### src/rtl/regfile_dump_reader.sv
// rtl/regfile_dump_reader.sv - walks a wrapping register range through one read port and streams each word out
// Optional trailing checksum beat is enabled by defining DUMP_CHECKSUM_EN.
module regfile_dump_reader #(
  parameter int NUM_REGS = 16,
  parameter int ADDR_W   = 4,
  parameter int DATA_W   = 32
) (
  input  logic              clk,
  input  logic              rst_n,
  input  logic              start,
  input  logic [ADDR_W-1:0] start_addr,
  input  logic [ADDR_W:0]   count,
  output logic [ADDR_W-1:0] rd_addr,
  input  logic [DATA_W-1:0] rd_data,
  output logic              out_valid,
  input  logic              out_ready,
  output logic [DATA_W-1:0] out_data,
  output logic [ADDR_W-1:0] out_addr,
  output logic              out_last,
  output logic              busy,
  output logic              done
);

  typedef enum logic [1:0] {
    S_IDLE = 2'd0,
    S_LOAD = 2'd1,
    S_SEND = 2'd2,
    S_FIN  = 2'd3
  } state_t;

  localparam logic [ADDR_W:0]   C_NUM_REGS = (ADDR_W+1)'(NUM_REGS);
  localparam logic [ADDR_W:0]   C_REM_ONE  = (ADDR_W+1)'(1);
  localparam logic [ADDR_W-1:0] C_PTR_ONE  = ADDR_W'(1);

  state_t            r_state;
  state_t            w_next;
  logic [ADDR_W-1:0] r_ptr;
  logic [ADDR_W:0]   r_rem;
  logic [DATA_W-1:0] r_data;
  logic [ADDR_W-1:0] r_addr;
  logic              r_last;
  logic              w_hs;
  logic              w_final;
  logic [ADDR_W:0]   w_count_eff;

`ifdef DUMP_CHECKSUM_EN
  logic [DATA_W-1:0] r_sum;
  logic              r_csum_beat;
`endif

  // Zero and anything beyond the file size both mean a full sweep.
  assign w_count_eff = ((count == '0) || (count > C_NUM_REGS)) ? C_NUM_REGS : count;
  assign w_hs        = (r_state == S_SEND) && out_ready;
  assign w_final     = (r_rem == C_REM_ONE);

  assign rd_addr  = r_ptr;
  assign out_data = r_data;
  assign out_addr = r_addr;
  assign out_last = r_last;

  always_ff @(posedge clk or negedge rst_n) begin
    if (!rst_n) begin
      r_state <= S_IDLE;
    end else begin
      r_state <= w_next;
    end
  end

  always_comb begin
    w_next    = r_state;
    out_valid = 1'b0;
    busy      = 1'b1;
    done      = 1'b0;
    case (r_state)
      S_IDLE: begin
        busy = 1'b0;
        if (start) begin
          w_next = S_LOAD;
        end
      end
      S_LOAD: begin
        w_next = S_SEND;
      end
      S_SEND: begin
        out_valid = 1'b1;
        if (w_hs) begin
`ifdef DUMP_CHECKSUM_EN
          if (r_csum_beat) begin
            w_next = S_FIN;
          end else if (w_final) begin
            w_next = S_SEND;
          end else begin
            w_next = S_LOAD;
          end
`else
          w_next = w_final ? S_FIN : S_LOAD;
`endif
        end
      end
      S_FIN: begin
        done   = 1'b1;
        w_next = S_IDLE;
      end
      default: begin
        w_next = S_IDLE;
      end
    endcase
  end

  always_ff @(posedge clk or negedge rst_n) begin
    if (!rst_n) begin
      r_ptr  <= '0;
      r_rem  <= '0;
      r_data <= '0;
      r_addr <= '0;
      r_last <= 1'b0;
`ifdef DUMP_CHECKSUM_EN
      r_sum       <= '0;
      r_csum_beat <= 1'b0;
`endif
    end else begin
      case (r_state)
        S_IDLE: begin
          if (start) begin
            r_ptr <= start_addr;
            r_rem <= w_count_eff;
`ifdef DUMP_CHECKSUM_EN
            r_sum       <= '0;
            r_csum_beat <= 1'b0;
`endif
          end
        end
        S_LOAD: begin
          r_data <= rd_data;
          r_addr <= r_ptr;
`ifdef DUMP_CHECKSUM_EN
          r_last <= 1'b0;
          r_sum  <= r_sum + rd_data;
`else
          r_last <= w_final;
`endif
        end
        S_SEND: begin
`ifdef DUMP_CHECKSUM_EN
          // Last register word accepted: reuse the SEND beat for the checksum.
          if (w_hs && !r_csum_beat) begin
            r_rem <= r_rem - C_REM_ONE;
            r_ptr <= r_ptr + C_PTR_ONE;
            if (w_final) begin
              r_data      <= r_sum;
              r_addr      <= '0;
              r_last      <= 1'b1;
              r_csum_beat <= 1'b1;
            end
          end
`else
          if (w_hs) begin
            r_rem <= r_rem - C_REM_ONE;
            r_ptr <= r_ptr + C_PTR_ONE;
          end
`endif
        end
        default: begin
        end
      endcase
    end
  end

endmodule

### config.mk
export PLATFORM = sky130hd
export DESIGN_NAME = regfile_dump_reader
export DESIGN_NICKNAME = d
export VERILOG_FILES = /design/src/rtl/regfile_dump_reader.sv
export SDC_FILE = /design/constraint.sdc
export NUM_CORES = 1
export LEC_CHECK = 0
export CORE_MARGIN = 5
export CORE_UTILIZATION = 38
export CTS_BUF_LIST = sky130_fd_sc_hd__clkbuf_4 sky130_fd_sc_hd__clkbuf_8 sky130_fd_sc_hd__clkbuf_16
export CTS_CLUSTER_DIAMETER = 120
export DETAILED_ROUTE_END_ITERATION = 10
export GPL_TIMING_DRIVEN = 0
export PLACE_DENSITY = 0.77
export SLEW_MARGIN = 20
export SYNTH_ARGS = -nofsm -noshare
export SYNTH_HDL_FRONTEND = slang
export SYNTH_SLANG_ARGS = --single-unit
### constraint.sdc
create_clock -name clk -period 1.4 [get_ports clk]
set_input_delay 0.14 -clock clk [delete_from_list [all_inputs] [get_ports clk]]
set_output_delay 0.14 -clock clk [all_outputs]
set_load 0.005 [all_outputs]
==> metrics.md <==
| Metric | Value |
|---|---|
| Outcome | `finished, violations left` |
| Failing checks | `negative setup slack` |
| PD cells | `about 2200 nW/um2` |
| F_max | `710.1 MHz` |
| Ys async rst share | `1.000` |
| Die X | `about 84 um` |
| Total grt overflow | `0` |
| Initial core utilization | `0.3854` |
| Via count | `1709` |
| Routability cong. | `0.8868` |
| Port Buf Inserts | `88` |
| Root Driver | `clkbuf_8` |
| Avg WL per Cell | `about 16 um` |
| Top FF cell, synth | `dfrtp_1` |
| Die Area | `roughly 7100 um2` |
| Antenna Diode Count | `0` |
| Die height | `between 80 and 90 um` |
| Setup slack at placement | `-0.4796 ns` |
| Iteration count of the initial detailed-routing pass | `4` |
| Routed vias/inst | `around 4.9` |
| Clock Tree Buf Depth | `2` |
| Post-synthesis average cell area | `between 10 and 15 um2` |
| Synth Instances | `approximately 160` |
| CTS H-tree depth | `2` |
| Layout cells sized above 1 | `0.3394` |
| Inst Count DP | `about 320` |
| CP max FO | `5` |
| Slew HR | `0.6001` |
| Layout area overhead | `64.44%` |
| DPL Wire Length | `3.506 mm` |
| DRC | `0` |
| Seq/Total Area, Yosys | `0.5766` |
| CTS sink cnt | `48` |
| TritonCTS clock tree | `yes` |
| Cell Count, Final, Fillers Out | `346` |
| Initial antenna violation count | `0` |
| # rows | `27` |
| Fin. max-slew vios | `0` |
| Worst setup EP type | `register` |
| Worst Clk Skew | `approximately 0.0076 ns` |
| Final nets | `around 320` |
| Max VDD drop | `~0.0011 V` |
| CTS clk-pin slew, worst paths | `approximately 0.09 ns` |
| Worst Setup Slack, final | `-0.008337 ns` |
| Top-area cell type share of the netlist area | `0.5766` |
| Syn nets | `207` |
| Antenna-violating nets left | `0` |
| Startpoint Class | `register` |
| Leading area contributor after synthesis | `dfrtp_1` |
| CTS Buf Count | `5` |
| Initial DRC Count | `around 60` |
| Dominant cells by area after synthesis | `dfrtp_1, mux2_2, ha_1` |
| Num ports | `89` |
| Final WL | `about 5.4 mm` |
| Max-cap viol count | `0` |
| Post-synthesis sequential element count | `48` |
| Post-synth cell types | `36` |
| EDFF count, synth | `0` |
| Hold Crit Class | `primary input to register` |
| Synthesized area | `about 2100 um2` |
| GR Util All Layers | `0.1562` |
| Total core area | `between 5000 and 6000 um2` |
| RSZ-0062 raised after global routing | `yes` |
| Most common cell after layout, fill and taps aside | `clkdlybuf4s50_1` |
| Commonest cells after routing, fill and taps aside | `clkdlybuf4s50_1, dfrtp_1, mux2_2` |
| Vias in the first global route | `around 1800` |
| Crit share post-route | `1.006` |
| Largest net degree at the start of global routing | `between 40 and 50` |
| Crit Path Category | `register to register` |
| First-pass GRT wire length | `around 8.8 mm` |
| Hold Vio Cnt, Final | `0` |
| Period minus WS final | `~1.4 ns` |
| Fillers | `439` |
| Worst skew pair latency | `between 0.3 and 0.4 ns` |
| Worst Max-Slew Pin Slew | `approximately 0.6 ns` |
| Synth warn | `0` |
| WP data arrival | `1.60 ns` |
| Leak Pwr | `approximately 1.5 nW` |
| # setup viols final | `3` |
| Worst path required time | `around 1.6 ns` |
-- final cells by class --
class | instances | area, um2 | share of cell area
sequential | 48 | 1204 | 0.3513
multi-input combinational | 90 | 855.8 | 0.2498
inverter | 11 | 41.29 | 0.01205
tap | 72 | 90.09 | 0.02630
buffer | 7 | 76.32 | 0.02228
clock buffer | 5 | 68.82 | 0.02009
timing repair buffer | 110 | 1042 | 0.3042
clock inverter | 3 | 47.55 | 0.01388
-- critical path, stage by stage, from the launching register on --
cell,delay (ns)
dfrtp_2,0.44
buf_4,0.15
buf_4,0.13
or2_1,0.30
a211o_1,0.29
-- final timing paths --
| path | depth (start not counted) | startpoint | to | slack [ns] |
|---|---|---|---|---|
| worst max-delay path | 4 | r_state[0] | rd_addr[0] | -0.008 |
| worst min-delay path | 3 | count[0] | r_rem[0] | 0.29 |
| worst max register to register | 4 | r_state[0] | rd_addr[0] | -0.008 |
| worst min register to register | 2 | out_last | out_last | 0.49 |
| max in group asynchronous | 2 | rst_n | r_state[0] | 0.58 |
| min in group asynchronous | 2 | rst_n | r_rem[3] | 0.38 |
-- stage by stage --
step | total power, mW | utilization | hold WS (ns) | cell area [um2] | setup TNS [ns]
2_1_floorplan | 4.019 | - | -0.1556 | 2096 | -0.02271
3_3_place_gp | 5.726 | 0.5674 | 0.4678 | 3067 | -65.96
3_5_place_dp | 5.801 | 0.5669 | 0.1963 | 3064 | -4.279
4_1_cts | 7.434 | 0.6326 | 0.2843 | 3420 | -0.04991
5_1_grt | 7.941 | 0.6338 | 0.3290 | 3426 | -0.3957
6_report | 7.451 | 0.6338 | 0.2943 | 3426 | -0.01751
-- report_power, final --
part	switching (mW)	internal [mW]	total, mW
Sequential	0.354	2.08	2.44
Combinational	1.39	2.60	3.98
Clock	0.495	0.538	1.03
Total	2.24	5.22	7.45
-- cell usage after synthesis, types with 2 or more instances --
cell type,number
mux2i_1,3
a2bb2oi_1,3
ha_1,4
nor3b_1,2
mux2_2,36
buf_2,4
o22ai_1,3
o21ai_0,7
and2_1,2
nand2_1,3
dfrtp_1,48
nand2b_1,2
clkbuf_1,4
inv_1,10
a211oi_1,5
nor3_1,2
-- registers in the layout, indices dropped and copies added, names as in the netlist --
register and flops:
r_rem 5, out_last 1, r_state 2, rd_addr 4, out_addr 4, out_data 32
-- repair_timing --
| item | CTS | global route |
|---|---|---|
| endpoints found under the setup margin | 30 | 20 |
| hold buffers | 1 | 0 |
| buffers inserted | 21 | 0 |
| resized for setup | 43 | 8 |
| pin swaps | 6 | 3 |
| hold endpoints to repair | 48 | 0 |
-- cells by family (layout without fill, tap and decap cells) --
| kind of cell | after synthesis | count (layout) | synth area share |
|---|---|---|---|
| adder cells (fa/ha/maj) | 4 | 4 | 0.02402 |
| AND/OR/NAND/NOR | 21 | 21 | 0.06367 |
| buffers and inverters | 20 | 136 | 0.04024 |
| multiplexers | 39 | 39 | 0.2090 |
| AO/OA/AOI/OAI | 26 | 26 | 0.08649 |
| flip-flops | 48 | 48 | 0.5766 |
-- per-layer routing --
metal	GRT usage	vias up	part of all wire	routed length, um
met5	0	-	0	0
met4	0.05117	0	0.020	110
met3	0.05133	12	0.064	346
met2	0.2568	62	0.49	2626
met1	0.1926	837	0.43	2307
li1	-	798	-	-
Power figures use the tool's default switching activity.
